`src/rtl/yasac_pkg.sv`:
```
// rtl/yasac_pkg.sv - shared constants and loader state encoding for the YASAC front-end
package yasac_pkg;

  localparam int BYTE_WIDTH  = 8;
  localparam int INSTR_WIDTH = 16;

  typedef enum logic [2:0] {
    ST_IDLE     = 3'd0,
    ST_GET_OPND = 3'd1,
    ST_GET_HI   = 3'd2,
    ST_GET_LO   = 3'd3,
    ST_WRITE    = 3'd4,
    ST_ARM      = 3'd5,
    ST_RUN      = 3'd6,
    ST_DONE     = 3'd7
  } state_t;

endpackage

```
`src/rtl/yasac_loader_if.sv`:
```
// rtl/yasac_loader_if.sv - host byte link, program memory write port and processor control
interface yasac_loader_if
  import yasac_pkg::*;
#(
  parameter int ADDR_WIDTH = 8
) ();

  logic                   host_valid;
  logic [BYTE_WIDTH-1:0]  host_data;
  logic                   host_ready;
  logic                   pm_we;
  logic [ADDR_WIDTH-1:0]  pm_addr;
  logic [INSTR_WIDTH-1:0] pm_wdata;
  logic                   cpu_reset;
  logic                   cpu_start;
  logic [BYTE_WIDTH-1:0]  cpu_data_in;
  logic                   cpu_ready;
  logic [BYTE_WIDTH-1:0]  cpu_data_out;

  modport master (
    input  host_valid, host_data, cpu_ready, cpu_data_out,
    output host_ready, pm_we, pm_addr, pm_wdata, cpu_reset, cpu_start, cpu_data_in
  );

  modport slave (
    output host_valid, host_data, cpu_ready, cpu_data_out,
    input  host_ready, pm_we, pm_addr, pm_wdata, cpu_reset, cpu_start, cpu_data_in
  );

endinterface

```
`src/rtl/yasac_loader_timer.sv`:
```
// rtl/yasac_loader_timer.sv - run-cycle counter with clear, enable and limit-reached flag
module yasac_loader_timer #(
  parameter int RUN_LIMIT = 1024
) (
  input  logic clk,
  input  logic reset,
  input  logic clear,
  input  logic enable,
  output logic limit_hit
);

  localparam int CW = (RUN_LIMIT > 2) ? $clog2(RUN_LIMIT) : 1;
  localparam logic [CW-1:0] LAST = CW'(RUN_LIMIT - 1);

  logic [CW-1:0] count;

  // Saturates at LAST so the flag stays up until the next clear.
  always_ff @(posedge clk or posedge reset) begin
    if (reset) begin
      count <= '0;
    end else if (clear) begin
      count <= '0;
    end else if (enable && !limit_hit) begin
      count <= count + CW'(1);
    end
  end

  assign limit_hit = (count == LAST);

endmodule

```
`src/rtl/yasac_loader.sv`:
```
// rtl/yasac_loader.sv - loads a program image into YASAC memory, runs it and captures the result
module yasac_loader
  import yasac_pkg::*;
#(
  parameter int ADDR_WIDTH = 8,
  parameter int RUN_LIMIT  = 1024
) (
  input  logic                  clk,
  input  logic                  reset,
  yasac_loader_if.master        bus,
  output logic [BYTE_WIDTH-1:0] result,
  output logic                  result_valid,
  output logic                  done,
  output logic                  error,
  output logic [2:0]            state_out
);

  state_t                state, state_nx;
  logic [BYTE_WIDTH-1:0] word_count, word_idx, hi_byte, lo_byte, opnd;
  logic                  arm_wait, seen_busy;
  logic                  host_ready, pm_we, cpu_reset, cpu_start;
  logic                  tmr_clear, tmr_en, limit_hit;
  logic                  last_word;

  assign last_word = (word_idx == word_count - 8'd1);

  yasac_loader_timer #(.RUN_LIMIT(RUN_LIMIT)) u_timer (
    .clk       (clk),
    .reset     (reset),
    .clear     (tmr_clear),
    .enable    (tmr_en),
    .limit_hit (limit_hit)
  );

  always_ff @(posedge clk or posedge reset) begin
    if (reset) state <= ST_IDLE;
    else       state <= state_nx;
  end

  // The processor is held in reset for the whole load and released from ARM until DONE.
  always_comb begin
    state_nx   = state;
    host_ready = 1'b0;
    pm_we      = 1'b0;
    cpu_reset  = 1'b1;
    cpu_start  = 1'b0;
    done       = 1'b0;
    tmr_clear  = 1'b0;
    tmr_en     = 1'b0;
    case (state)
      ST_IDLE: begin
        host_ready = 1'b1;
        if (bus.host_valid && bus.host_data != '0) state_nx = ST_GET_OPND;
      end
      ST_GET_OPND: begin
        host_ready = 1'b1;
        if (bus.host_valid) state_nx = ST_GET_HI;
      end
      ST_GET_HI: begin
        host_ready = 1'b1;
        if (bus.host_valid) state_nx = ST_GET_LO;
      end
      ST_GET_LO: begin
        host_ready = 1'b1;
        if (bus.host_valid) state_nx = ST_WRITE;
      end
      ST_WRITE: begin
        pm_we    = 1'b1;
        state_nx = last_word ? ST_ARM : ST_GET_HI;
      end
      ST_ARM: begin
        cpu_reset = 1'b0;
        if (arm_wait && bus.cpu_ready) begin
          cpu_start = 1'b1;
          tmr_clear = 1'b1;
          state_nx  = ST_RUN;
        end
      end
      ST_RUN: begin
        cpu_reset = 1'b0;
        tmr_en    = 1'b1;
        if (bus.cpu_ready && seen_busy) state_nx = ST_DONE;
        else if (limit_hit)             state_nx = ST_IDLE;
      end
      ST_DONE: begin
        cpu_reset = 1'b0;
        done      = 1'b1;
        state_nx  = ST_IDLE;
      end
      default: state_nx = ST_IDLE;
    endcase
  end

  always_ff @(posedge clk or posedge reset) begin
    if (reset) begin
      word_count   <= '0;
      word_idx     <= '0;
      hi_byte      <= '0;
      lo_byte      <= '0;
      opnd         <= '0;
      arm_wait     <= 1'b0;
      seen_busy    <= 1'b0;
      result       <= '0;
      result_valid <= 1'b0;
      error        <= 1'b0;
    end else begin
      arm_wait <= (state == ST_ARM);
      case (state)
        ST_IDLE: if (bus.host_valid) begin
          error        <= (bus.host_data == '0);
          result_valid <= 1'b0;
          word_count   <= bus.host_data;
          word_idx     <= '0;
        end
        ST_GET_OPND: if (bus.host_valid) opnd    <= bus.host_data;
        ST_GET_HI:   if (bus.host_valid) hi_byte <= bus.host_data;
        ST_GET_LO:   if (bus.host_valid) lo_byte <= bus.host_data;
        ST_WRITE:    if (!last_word) word_idx <= word_idx + 8'd1;
        ST_ARM:      if (cpu_start) seen_busy <= 1'b0;
        ST_RUN: begin
          if (!bus.cpu_ready) seen_busy <= 1'b1;
          if (!(bus.cpu_ready && seen_busy) && limit_hit) error <= 1'b1;
        end
        ST_DONE: begin
          result       <= bus.cpu_data_out;
          result_valid <= 1'b1;
        end
        default: ;
      endcase
    end
  end

  assign bus.host_ready  = host_ready;
  assign bus.pm_we       = pm_we;
  assign bus.pm_addr     = ADDR_WIDTH'(word_idx);
  assign bus.pm_wdata    = {hi_byte, lo_byte};
  assign bus.cpu_reset   = cpu_reset;
  assign bus.cpu_start   = cpu_start;
  assign bus.cpu_data_in = opnd;
  assign state_out       = state;

endmodule

```
`src/flat_wrapper.sv`:
```
// flat-port wrapper written by rule: the top's interface ports become plain ports
module yasac_loader_flat import yasac_pkg::*;
#(
  parameter int ADDR_WIDTH = 8,
  parameter int RUN_LIMIT  = 1024
)
  (clk, reset, result, result_valid, done, error, state_out, bus_host_valid, bus_host_data, bus_cpu_ready, bus_cpu_data_out, bus_host_ready, bus_pm_we, bus_pm_addr, bus_pm_wdata, bus_cpu_reset, bus_cpu_start, bus_cpu_data_in);
  yasac_loader_if #(.ADDR_WIDTH(ADDR_WIDTH)) bus_i ();
  input  logic clk;
  input  logic reset;
  output logic [BYTE_WIDTH-1:0] result;
  output logic result_valid;
  output logic done;
  output logic error;
  output logic [2:0] state_out;
  input wire logic [$bits(bus_i.host_valid)-1:0] bus_host_valid;
  input wire logic [$bits(bus_i.host_data)-1:0] bus_host_data;
  input wire logic [$bits(bus_i.cpu_ready)-1:0] bus_cpu_ready;
  input wire logic [$bits(bus_i.cpu_data_out)-1:0] bus_cpu_data_out;
  output wire logic [$bits(bus_i.host_ready)-1:0] bus_host_ready;
  output wire logic [$bits(bus_i.pm_we)-1:0] bus_pm_we;
  output wire logic [$bits(bus_i.pm_addr)-1:0] bus_pm_addr;
  output wire logic [$bits(bus_i.pm_wdata)-1:0] bus_pm_wdata;
  output wire logic [$bits(bus_i.cpu_reset)-1:0] bus_cpu_reset;
  output wire logic [$bits(bus_i.cpu_start)-1:0] bus_cpu_start;
  output wire logic [$bits(bus_i.cpu_data_in)-1:0] bus_cpu_data_in;
  assign bus_i.host_valid = bus_host_valid;
  assign bus_i.host_data = bus_host_data;
  assign bus_i.cpu_ready = bus_cpu_ready;
  assign bus_i.cpu_data_out = bus_cpu_data_out;
  assign bus_host_ready = bus_i.host_ready;
  assign bus_pm_we = bus_i.pm_we;
  assign bus_pm_addr = bus_i.pm_addr;
  assign bus_pm_wdata = bus_i.pm_wdata;
  assign bus_cpu_reset = bus_i.cpu_reset;
  assign bus_cpu_start = bus_i.cpu_start;
  assign bus_cpu_data_in = bus_i.cpu_data_in;
  yasac_loader #(.ADDR_WIDTH(ADDR_WIDTH), .RUN_LIMIT(RUN_LIMIT)) u_core (.clk(clk), .reset(reset), .bus(bus_i), .result(result), .result_valid(result_valid), .done(done), .error(error), .state_out(state_out));
endmodule
```
`config.mk`:
```
export PLATFORM = sky130hd
export DESIGN_NAME = yasac_loader_flat
export DESIGN_NICKNAME = d
export VERILOG_FILES = /design/src/rtl/yasac_pkg.sv /design/src/rtl/yasac_loader_if.sv /design/src/rtl/yasac_loader_timer.sv /design/src/rtl/yasac_loader.sv /design/src/flat_wrapper.sv
export SDC_FILE = /design/constraint.sdc
export NUM_CORES = 1
export LEC_CHECK = 0
export CORE_MARGIN = 3
export CORE_UTILIZATION = 45
export DETAILED_ROUTE_END_ITERATION = 8
export HOLD_SLACK_MARGIN = 0.05
export PLACE_DENSITY = 0.7
export REMOVE_ABC_BUFFERS = 1
export SYNTH_ARGS = -nofsm -noshare
export SYNTH_HDL_FRONTEND = slang
export SYNTH_HIERARCHICAL = 1
export SYNTH_SLANG_ARGS = --single-unit
```
`constraint.sdc`:
```
create_clock -name clk -period 2.5 [get_ports clk]
set_input_delay 0.5 -clock clk [delete_from_list [all_inputs] [get_ports clk]]
set_output_delay 0.5 -clock clk [all_outputs]
set_load 0.01 [all_outputs]
```
Word level (Yosys, flattened, before mapping)
Cells that the tools add are included.
Storage, ports and cells
  logic and storage cells: 90
  register bits: 65
  output and inout bits: 50
Cells by class
  equal/unequal tests: 20
  multiplexer cells: 29
  reductions and logical operators: 26
  $add $sub $neg: 3
Operators by type and width (count)
  two-way mux 3 bit: 8
  one-hot mux 3 bit (8 select lines): 1
  two-way mux 10 bit: 2
  two-way mux 8 bit: 2
  one-hot mux 8 bit (2 select lines): 1
  inequality test 2 bit, second input constant: 7
  equality test 3 bit, second input constant: 4
  two-way mux 1 bit: 12
  adder 10 x 1 -> 10 bit, second input constant: 1
  equality test 10 bit, second input constant: 1
  AND reduction 2 bit: 5
  nonzero test 2 bit: 5
  AND reduction 3 bit: 3
  adder 8 x 1 -> 8 bit, second input constant: 1
  equality test 8 bit: 1
  logical NOT 8 bit: 1
  nonzero test 8 bit: 1
  subtractor 8 x 1 -> 8 bit, second input constant: 1
  equality test 3 x 2 -> 1 bit, second input constant: 2
  inequality test 2 x 1 -> 1 bit, second input constant: 3
  one-hot mux 1 bit (2 select lines): 3
  AND reduction 6 bit: 1
  logical AND 1 bit: 5
  OR reduction 4 bit: 1
  5 further kinds: 6

Longest topological paths before layout
Gate-level depths: netlist of the first run.
  word-level depth: 5
  mapped depth: 8
  mapped depth without buffers: 8

Cells and area by module
Netlist of the first run, hierarchy kept.
By module, submodules not included
  yasac_loader: cells an instance 233, instances 1, area each 2580.0 um^2
  yasac_loader_timer: cells an instance 66, instances 1, area each 635.6 um^2

Least setup slack after synthesis of the first run
No wires, ideal clock.
  path type: register to register
  start point: register u_core.u_timer.count[0]
  end point: register u_core.state[1] (netlist: u_core/state_out[1])
  stages on the path, launching flop included: 9
  library setup time: 0.126 ns
  data required time: 2.374 ns
  slack: 0.487 ns
  data arrival time: 1.887 ns
  cells stage by stage: dfrtp_1 > ha_1 > nand2_1 > nor3_1 > o31ai_1 > a211oi_1 > o21ai_0 > a211oi_1 > a2bb2oi_1
Between the ends
  word-level cells in the longest chain between the ends: 3
RTL lines
  start, declared: RTL line yasac_loader_timer.sv:15  | logic [CW-1:0] count;
  start signal, assigned: RTL line yasac_loader_timer.sv:24  | count <= count + CW'(1);
  equality test 10 bit: RTL line yasac_loader_timer.sv:28  | assign limit_hit = (count == LAST);
  named net u_core.limit_hit: RTL line yasac_loader.sv:22  | logic tmr_clear, tmr_en, limit_hit;
  inequality test 3 x 1 -> 1 bit (no source line)
  AND reduction 6 bit (no source line)
  end signal, assigned: RTL line yasac_loader.sv:37  | else state <= state_nx;
  end, declared: RTL line yasac_loader.sv:18  | state_t state, state_nx;
The timed path passes the listed nets, and every way through them passes these cells.
A chain may end at the register's enable or synchronous reset.

Final worst setup path of the first run
  start point: register u_core.state[1] (netlist: u_core/state_out[1])
  end point: output port bus_cpu_start
Between the ends
  word-level cells in the longest chain between the ends: 2
RTL lines
  equality test 3 bit: RTL line yasac_loader.sv:50  | case (state)
  two-way mux 1 bit: RTL line yasac_loader.sv:50
  end, declared: RTL line flat_wrapper.sv:25  | output wire logic [$bits(bus_i.cpu_start)-1:0] bus_cpu_start;
Every way passes these cells.

==> impl_metrics.toml, run 1 <==
[synthesis]
syn_inst = 299
async_flop_share_pct = 100
yosysSeqAreaShare_pct = 50.6
synth_edf_count = 0
syn_area_per_cell_um2 = 10.8
synth_area_um2 = 3220
synth_top_area_cell = "dfrtp_1"
synth_area_leaders = "dfrtp_1 (51%), mux2_2 (11%), nand2_1 (5.3%), mux2i_1 (2.2%), xnor2_1 (1.6%)"
ys_seq_elements = 65
synth_top_area_share_pct = 50.6
synth_warnings = 6
ys.flop_type = "dfrtp_1"
netlist_top_cells_count = "dfrtp_1 (65), nand2_1 (45), mux2_2 (32)"
synth_most_common_cell = "dfrtp_1"
yosysUniqueCellTypes = 51

[flow_run]
maxCapViolations = 0

[route]
drc = 0
wl_per_cell_um = 15.8
dr.first_iter.drc_count = 126
ant_nets = 0
wl_mm = 7.60
viasPerCell = 5.48
vias = 2630
dr.pass1.iters = 4

[floorplanning]
pin_count = 70
fp-row-count = 30
start_util_pct = 46.8
coreArea_um2 = 6870
chipWidth_um = 90.5
die_y_um = 90.5
die_area_um2 = 8200

[power_and_ir_drop]
swShare_pct = 34.8
clock_power_share_pct = 19.3
p_total_mw = 4.66
p_leak_nw = 1.84
seqPwrFrac_pct = 38.2
switching_power_mw = 1.62
comb_power_share_pct = 42.5
ir_drop_mv = 0.724
p_per_area_nw_per_um2 = 1090
internal_power_mw = 3.04

[global_route]
grt_usage_pct = 19.7
grt_pass1_wl_mm = 13.1
grt_pass1_vias = 2760
grt_max_degree = 27
antenna_found_initial = 0
overflow = 0

[cells_and_area]
antenna_cells = 0
fin_nets = 402
seq_area_um2 = 1630
synthToLayoutAreaGrowth_pct = 33.0
multiInputGateArea_um2 = 1500
final_cells = 480
final.fill_count = 571
drive_gt1_share_pct = 18.8

[critical_path]
cpPeakStageDelay_ns = 0.54
startpoint_type = "register"
path_max_fanout = 9
critical_path.cell_chain = "nand3b_1 > inv_1 > and3_1 > clkdlybuf4s50_1"
crit_type = "register to primary output"
cp.required_ns = 2.00
worstSetupEndpointType = "primary output"
cp.arrival_ns = 1.87
critPathSlowestCell = "clkdlybuf4s50_1"

[cts]
cts.repair.resized = 0
cts_root_buf = "clkbuf_8"
cts_buffers = 9
cts.sinks = 65
postCtsSetupRepairBufs = 0
cts.clk_slew.worst_paths_ns = 0.08
cts_tree = "built"
clk_latency_ns = 0.34
cts_buffer_depth = 2
cts.hold.buffers_added = 0
htreeDepth = 3

[placement]
dp_hpwl_mm = 5.52
numPortBuffers = 69
dp.cells = 464
place_congestion = 0.824

[sta]
fmax_ghz = 0.422
setup_viol = 0
setup_tns_ns = 0
clock_skew_ns = 0.0122
maxSlewViolCount = 0
period_needed_ns = 2.37
slew_headroom_pct = 64.4
finalHoldViolations = 0
tightest_slew_ns = 0.532
rsz0062_at_grt = "false"
min_period_over_period_pct = 94.7

[hold_path]
hold_path_class = "input port to async pin"

[run_status]
outcome = "completed"
## layout by cell type (no fill, tap or decap), types with 3 or more instances in the layout
cell,synthesis,final
ha_1,3,3
and3_1,5,5
mux2i_1,7,7
clkdlybuf4s50_1,0,69
buf_4,1,9
a311oi_1,4,4
nor3_1,4,3
nand3_1,9,9
a211oi_1,5,5
nor4_1,7,7
a21oi_1,7,7
xnor2_1,6,6
dfrtp_1,65,65
nor2_1,13,12
clkinvlp_4,0,3
nand2b_1,7,7
nor2b_1,6,6
inv_1,12,10
nand2_1,45,45
nand3b_1,3,3
a41oi_1,4,4
nand4_1,5,5
clkbuf_8,0,10
mux2_2,32,32
o21ai_0,7,7
## flip-flops by register name (all words and copies together), names as in the netlist
name                    cells
u_core/result_valid         1
u_core/lo_byte              8
u_core/arm_wait             1
u_core/state_out            3
u_core/seen_busy            1
u_core/result               8
u_core/word_count           8
u_core/bus.cpu_data_in      8
u_core/bus.pm_addr          8
u_core/u_timer/count       10
u_core/hi_byte              8
u_core/error                1
## critical path: cells and delay by family, from the launching register on
family                 cells  cell delay (ns)
buffers and inverters      2             0.65
DFF                        1             0.48
and+or+nand+nor            2             0.42
## power groups by stage
stage | Clock (mW) | Combinational, mW | Sequential, mW
2_1_floorplan | 0 | 0.905 | 1.90
3_3_place_gp | 0 | 1.93 | 1.77
3_5_place_dp | 0 | 1.97 | 1.79
4_1_cts | 0.924 | 1.99 | 1.78
5_1_grt | 0.968 | 2.15 | 1.85
6_report | 0.898 | 1.98 | 1.78
## cell families (layout without fill, tap and decap cells)
| family | count (synthesis) | count (layout) | share of synthesized area (%) |
|---|---|---|---|
| adder cells (fa/ha/maj) | 3 | 3 | 1.17 |
| multiplexers | 40 | 40 | 13.7 |
| AND/OR/NAND/NOR | 117 | 117 | 18.6 |
| buffers and inverters | 22 | 107 | 2.96 |
| AO/OA/AOI/OAI | 44 | 44 | 10.7 |
| XOR/XNOR | 8 | 8 | 2.18 |
| flip-flops | 65 | 65 | 50.6 |
## layout make-up
cell class	instances	share of cell area, %
multi-input combinational	212	35.1
inverter	12	1.05
tap	96	2.81
clock buffer	10	3.22
timing repair buffer	79	18.2
clock inverter	6	1.55
sequential	65	38.0
## through the flow
step | utilization, % | setup WS [ns] | area (µm²) | hold slack [ns]
finish | 62.2 | 0.132 | 4280 | 0.492
global route | 62.2 | 0.00620 | 4280 | 0.523
CTS | 62.1 | 0.0625 | 4270 | 0.506
detailed placement | 59.2 | 0.212 | 4060 | 0.493
global placement | 59.2 | 0.279 | 4060 | 0.465
floorplan | - | 0.472 | 3170 | 0.340
## layer usage
| layer | global-route usage, % | vias to the layer above | part of all wire, % |
|---|---|---|---|
| met2 | 30.1 | 83 | 46 |
| met3 | 7.08 | 12 | 7.6 |
| met1 | 25.0 | 1292 | 45 |
| met4 | 8.55 | 0 | 2.0 |
| li1 | - | 1243 | - |
| met5 | 0 | - | 0 |
## worst paths after layout
check | start | slack [ns] | to | depth (start not counted)
max reg2reg | u_core/u_timer/count[5]$_DFFE_PP0P_ | 0.18 | u_core/state_out[1]$_DFFE_PP0P_ | 7
min reg2reg | u_core/lo_byte[0]$_DFFE_PP0P_ | 0.50 | u_core/lo_byte[0]$_DFFE_PP0P_ | 1
max | u_core/state_out[1]$_DFFE_PP0P_ | 0.13 | bus_cpu_start | 4
min | reset | 0.49 | u_core/u_timer/count[5]$_DFFE_PP0P_ | 2
max in group asynchronous | reset | 1.44 | u_core/lo_byte[7]$_DFFE_PP0P_ | 3
min in group clk | u_core/lo_byte[0]$_DFFE_PP0P_ | 0.50 | u_core/lo_byte[0]$_DFFE_PP0P_ | 1
Note: power is estimated with default switching activity, not from simulation.
==> run 2: changes to the inputs <==
--- a/config.mk
+++ b/config.mk
@@ -9,7 +9,7 @@
 export CORE_UTILIZATION = 45
 export DETAILED_ROUTE_END_ITERATION = 8
 export HOLD_SLACK_MARGIN = 0.05
-export PLACE_DENSITY = 0.7
+export PLACE_DENSITY = 0.73
 export REMOVE_ABC_BUFFERS = 1
 export SYNTH_ARGS = -nofsm -noshare
 export SYNTH_HDL_FRONTEND = slang
==> constraint.sdc (replaced) <==
create_clock -name clk -period 2 [get_ports clk]
set_input_delay 0.4 -clock clk [delete_from_list [all_inputs] [get_ports clk]]
set_output_delay 0.4 -clock clk [all_outputs]
set_load 0.01 [all_outputs]
==> run 2 against run 1 <==
  * The flow now finishes with violations (negative setup slack)
  * Clock-buffer cell count fell by 1
  * Critical path depth rose by 5
  * Sequential power rose by 22%
  * Clock power rose by 27%
  * Sequential cell count did not move
  * Hold slack got worse by 0.10 ns
  * Utilization rose by 7.2 points
  * Via count rose by 5.9%
  * Setup slack got worse by 0.18 ns
  * Register-to-register slack got worse by 0.23 ns
  * Largest cell class unchanged
  * Highest routed layer unchanged
==> impl_metrics.toml, run 2 (same netlist as run 1, synthesis figures left out) <==
[power_and_ir_drop]
p_per_area_nw_per_um2 = 1360
ir_drop_mv = 0.942
p_total_mw = 6.49
p_leak_nw = 2.14

[cells_and_area]
seq_area_um2 = 1630
final_core_util_pct = 69.5
largest_reg_flops = 10
stdcell_area_um2 = 4770
multiInputGateArea_um2 = 1580
final.fill_count = 495
mostFrequentLayoutCells = "clkdlybuf4s50_1 (64), dfrtp_1 (62), buf_4 (56)"
drive_gt1_share_pct = 31.5
synthToLayoutAreaGrowth_pct = 48.4
mostFrequentLayoutCell = "clkdlybuf4s50_1"
fin_nets = 453
antenna_cells = 0
regMostFlops = "u_core/u_timer/count"

[placement]
dp_hpwl_mm = 6.02
numPortBuffers = 69
place_congestion = 0.859
place_area_um2 = 4400
preCtsSetupSlack_ns = -0.263

[critical_path]
cp.arrival_ns = 2.32
startpoint_type = "register"
crit_type = "register to register"
critPathSlowestCell = "dfrtp_1"
reg2reg_slack_ns = -0.05
critical_path.cell_chain = "inv_2 > ha_4 > nor3b_4 > o211ai_1 > nor4b_2 > o311ai_4 > buf_12 > a41o_1 > a21oi_1"
cp.required_ns = 2.27
worstSetupEndpointType = "register"
path_max_fanout = 10
cpPeakStageDelay_ns = 0.40

[global_route]
grt_max_degree = 56
grt_pass1_wl_mm = 14.1
antenna_found_initial = 0
grt_pass1_vias = 2895
overflow = 0
grt_usage_pct = 21.3

[route]
ant_nets = 0
drc = 0
vias = 2785
wl_per_cell_um = 15.8
viasPerCell = 5.24
dr.first_iter.drc_count = 201
dr.pass1.iters = 4
wl_mm = 8.41

[sta]
rsz0062_at_grt = "true"
fmax_ghz = 0.489
tightest_slew_ns = 0.389
finalWorstSetupSlack_ns = -0.0463
setup_viol = 7
slew_headroom_pct = 74.0
clock_skew_ns = 0.00596
min_period_over_period_pct = 102
finalHoldViolations = 0
period_needed_ns = 2.05
maxSlewViolCount = 0

[cts]
cts.clk_slew.worst_paths_ns = 0.08
clk_latency_ns = 0.34
cts.sinks = 65
htreeDepth = 3
cts_root_buf = "clkbuf_8"
cts_buffer_depth = 2
cts_tree = "built"
cts_buffers = 9

[floorplanning]
die_y_um = 90.5
start_util_pct = 46.8
pin_count = 70
chipWidth_um = 90.5
coreArea_um2 = 6870
die_area_um2 = 8200
fp-row-count = 30

[hold_path]
hold_path_class = "input port to async pin"

[run_status]
violations = "negative setup slack"
outcome = "finished, violations left"

[flow_run]
maxCapViolations = 0
==> run 2: cell count changes in the layout (fill, tap and decap cells not counted), sizes merged <==
cell,previous run,this run
inv,13,14
clkinvlp,3,0
clkdlybuf4s50,69,64
clkdlybuf4s15,0,1
dlymetal6s2s,0,1
clkinv,1,4
dlygate4sd2,0,2
buf,10,61
==> run 2: worst max-delay path: cells and delay by family, from the launching register on <==
kind	cells	cell delay [ns]
buffers and inverters	2	0.26
AND/OR/NAND/NOR	2	0.54
adder cells (fa/ha/maj)	1	0.15
AO/OA/AOI/OAI	4	0.63
flip-flops	1	0.40
==> run 2: metrics by stage <==
step | std cells | hold WS, ns | setup TNS, ns
4_1_cts | 528 | 0.383 | -0.173
6_report | 531 | 0.388 | -0.178
3_3_place_gp | 506 | 0.466 | -0.776
5_1_grt | 531 | 0.411 | -1.04
2_1_floorplan | 289 | 0.240 | -0.0479
3_5_place_dp | 506 | 0.472 | -2.04
==> run 2: final timing paths <==
kind                                             startpoint                                  end  cells after the start
hold / removal                                        reset  u_core/u_timer/count[3]$_DFFE_PP0P_                      2
min in group clk            u_core/result_valid$_DFFE_PP0P_      u_core/result_valid$_DFFE_PP0P_                      2
setup / recovery           u_core/word_count[0]$_DFFE_PP0P_    u_core/bus.pm_addr[5]$_DFFE_PP0P_                      9
setup reg to reg           u_core/word_count[0]$_DFFE_PP0P_    u_core/bus.pm_addr[5]$_DFFE_PP0P_                      9
hold reg to reg             u_core/result_valid$_DFFE_PP0P_      u_core/result_valid$_DFFE_PP0P_                      2
max in group asynchronous                             reset      u_core/state_out[2]$_DFFE_PP0P_                      3
==> run 2: layer usage <==
layer	track usage (%)	vias up	part of all wire, %
met3	6.83	6	6.9
met4	6.38	0	0.75
met1	29.1	1347	45
met2	32.4	88	47
met5	0	-	0
li1	-	1344	-
==> run 2: cell type report <==
type	count	share of cell area (%)
timing repair buffer	130	25.1
tap	96	2.52
clock inverter	7	1.65
inverter	12	0.944
sequential	65	34.2
clock buffer	9	2.60
multi-input combinational	212	33.0
==> run 2: where the power goes <==
| group | internal, mW | total (mW) | switching [mW] |
|---|---|---|---|
| registers | 1.82 | 2.18 | 0.359 |
| clock network | 0.588 | 1.14 | 0.552 |
| logic | 1.81 | 3.16 | 1.35 |
==> run 2: repair_timing <==
| item | CTS | global route |
|---|---|---|
| resized for setup | 25 | 7 |
| pin swaps | 3 | 1 |
| buffers inserted | 6 | 3 |
| gates cloned | 0 | 0 |
| hold buffers | 0 | 0 |
| endpoints found under the setup margin | 15 | 17 |
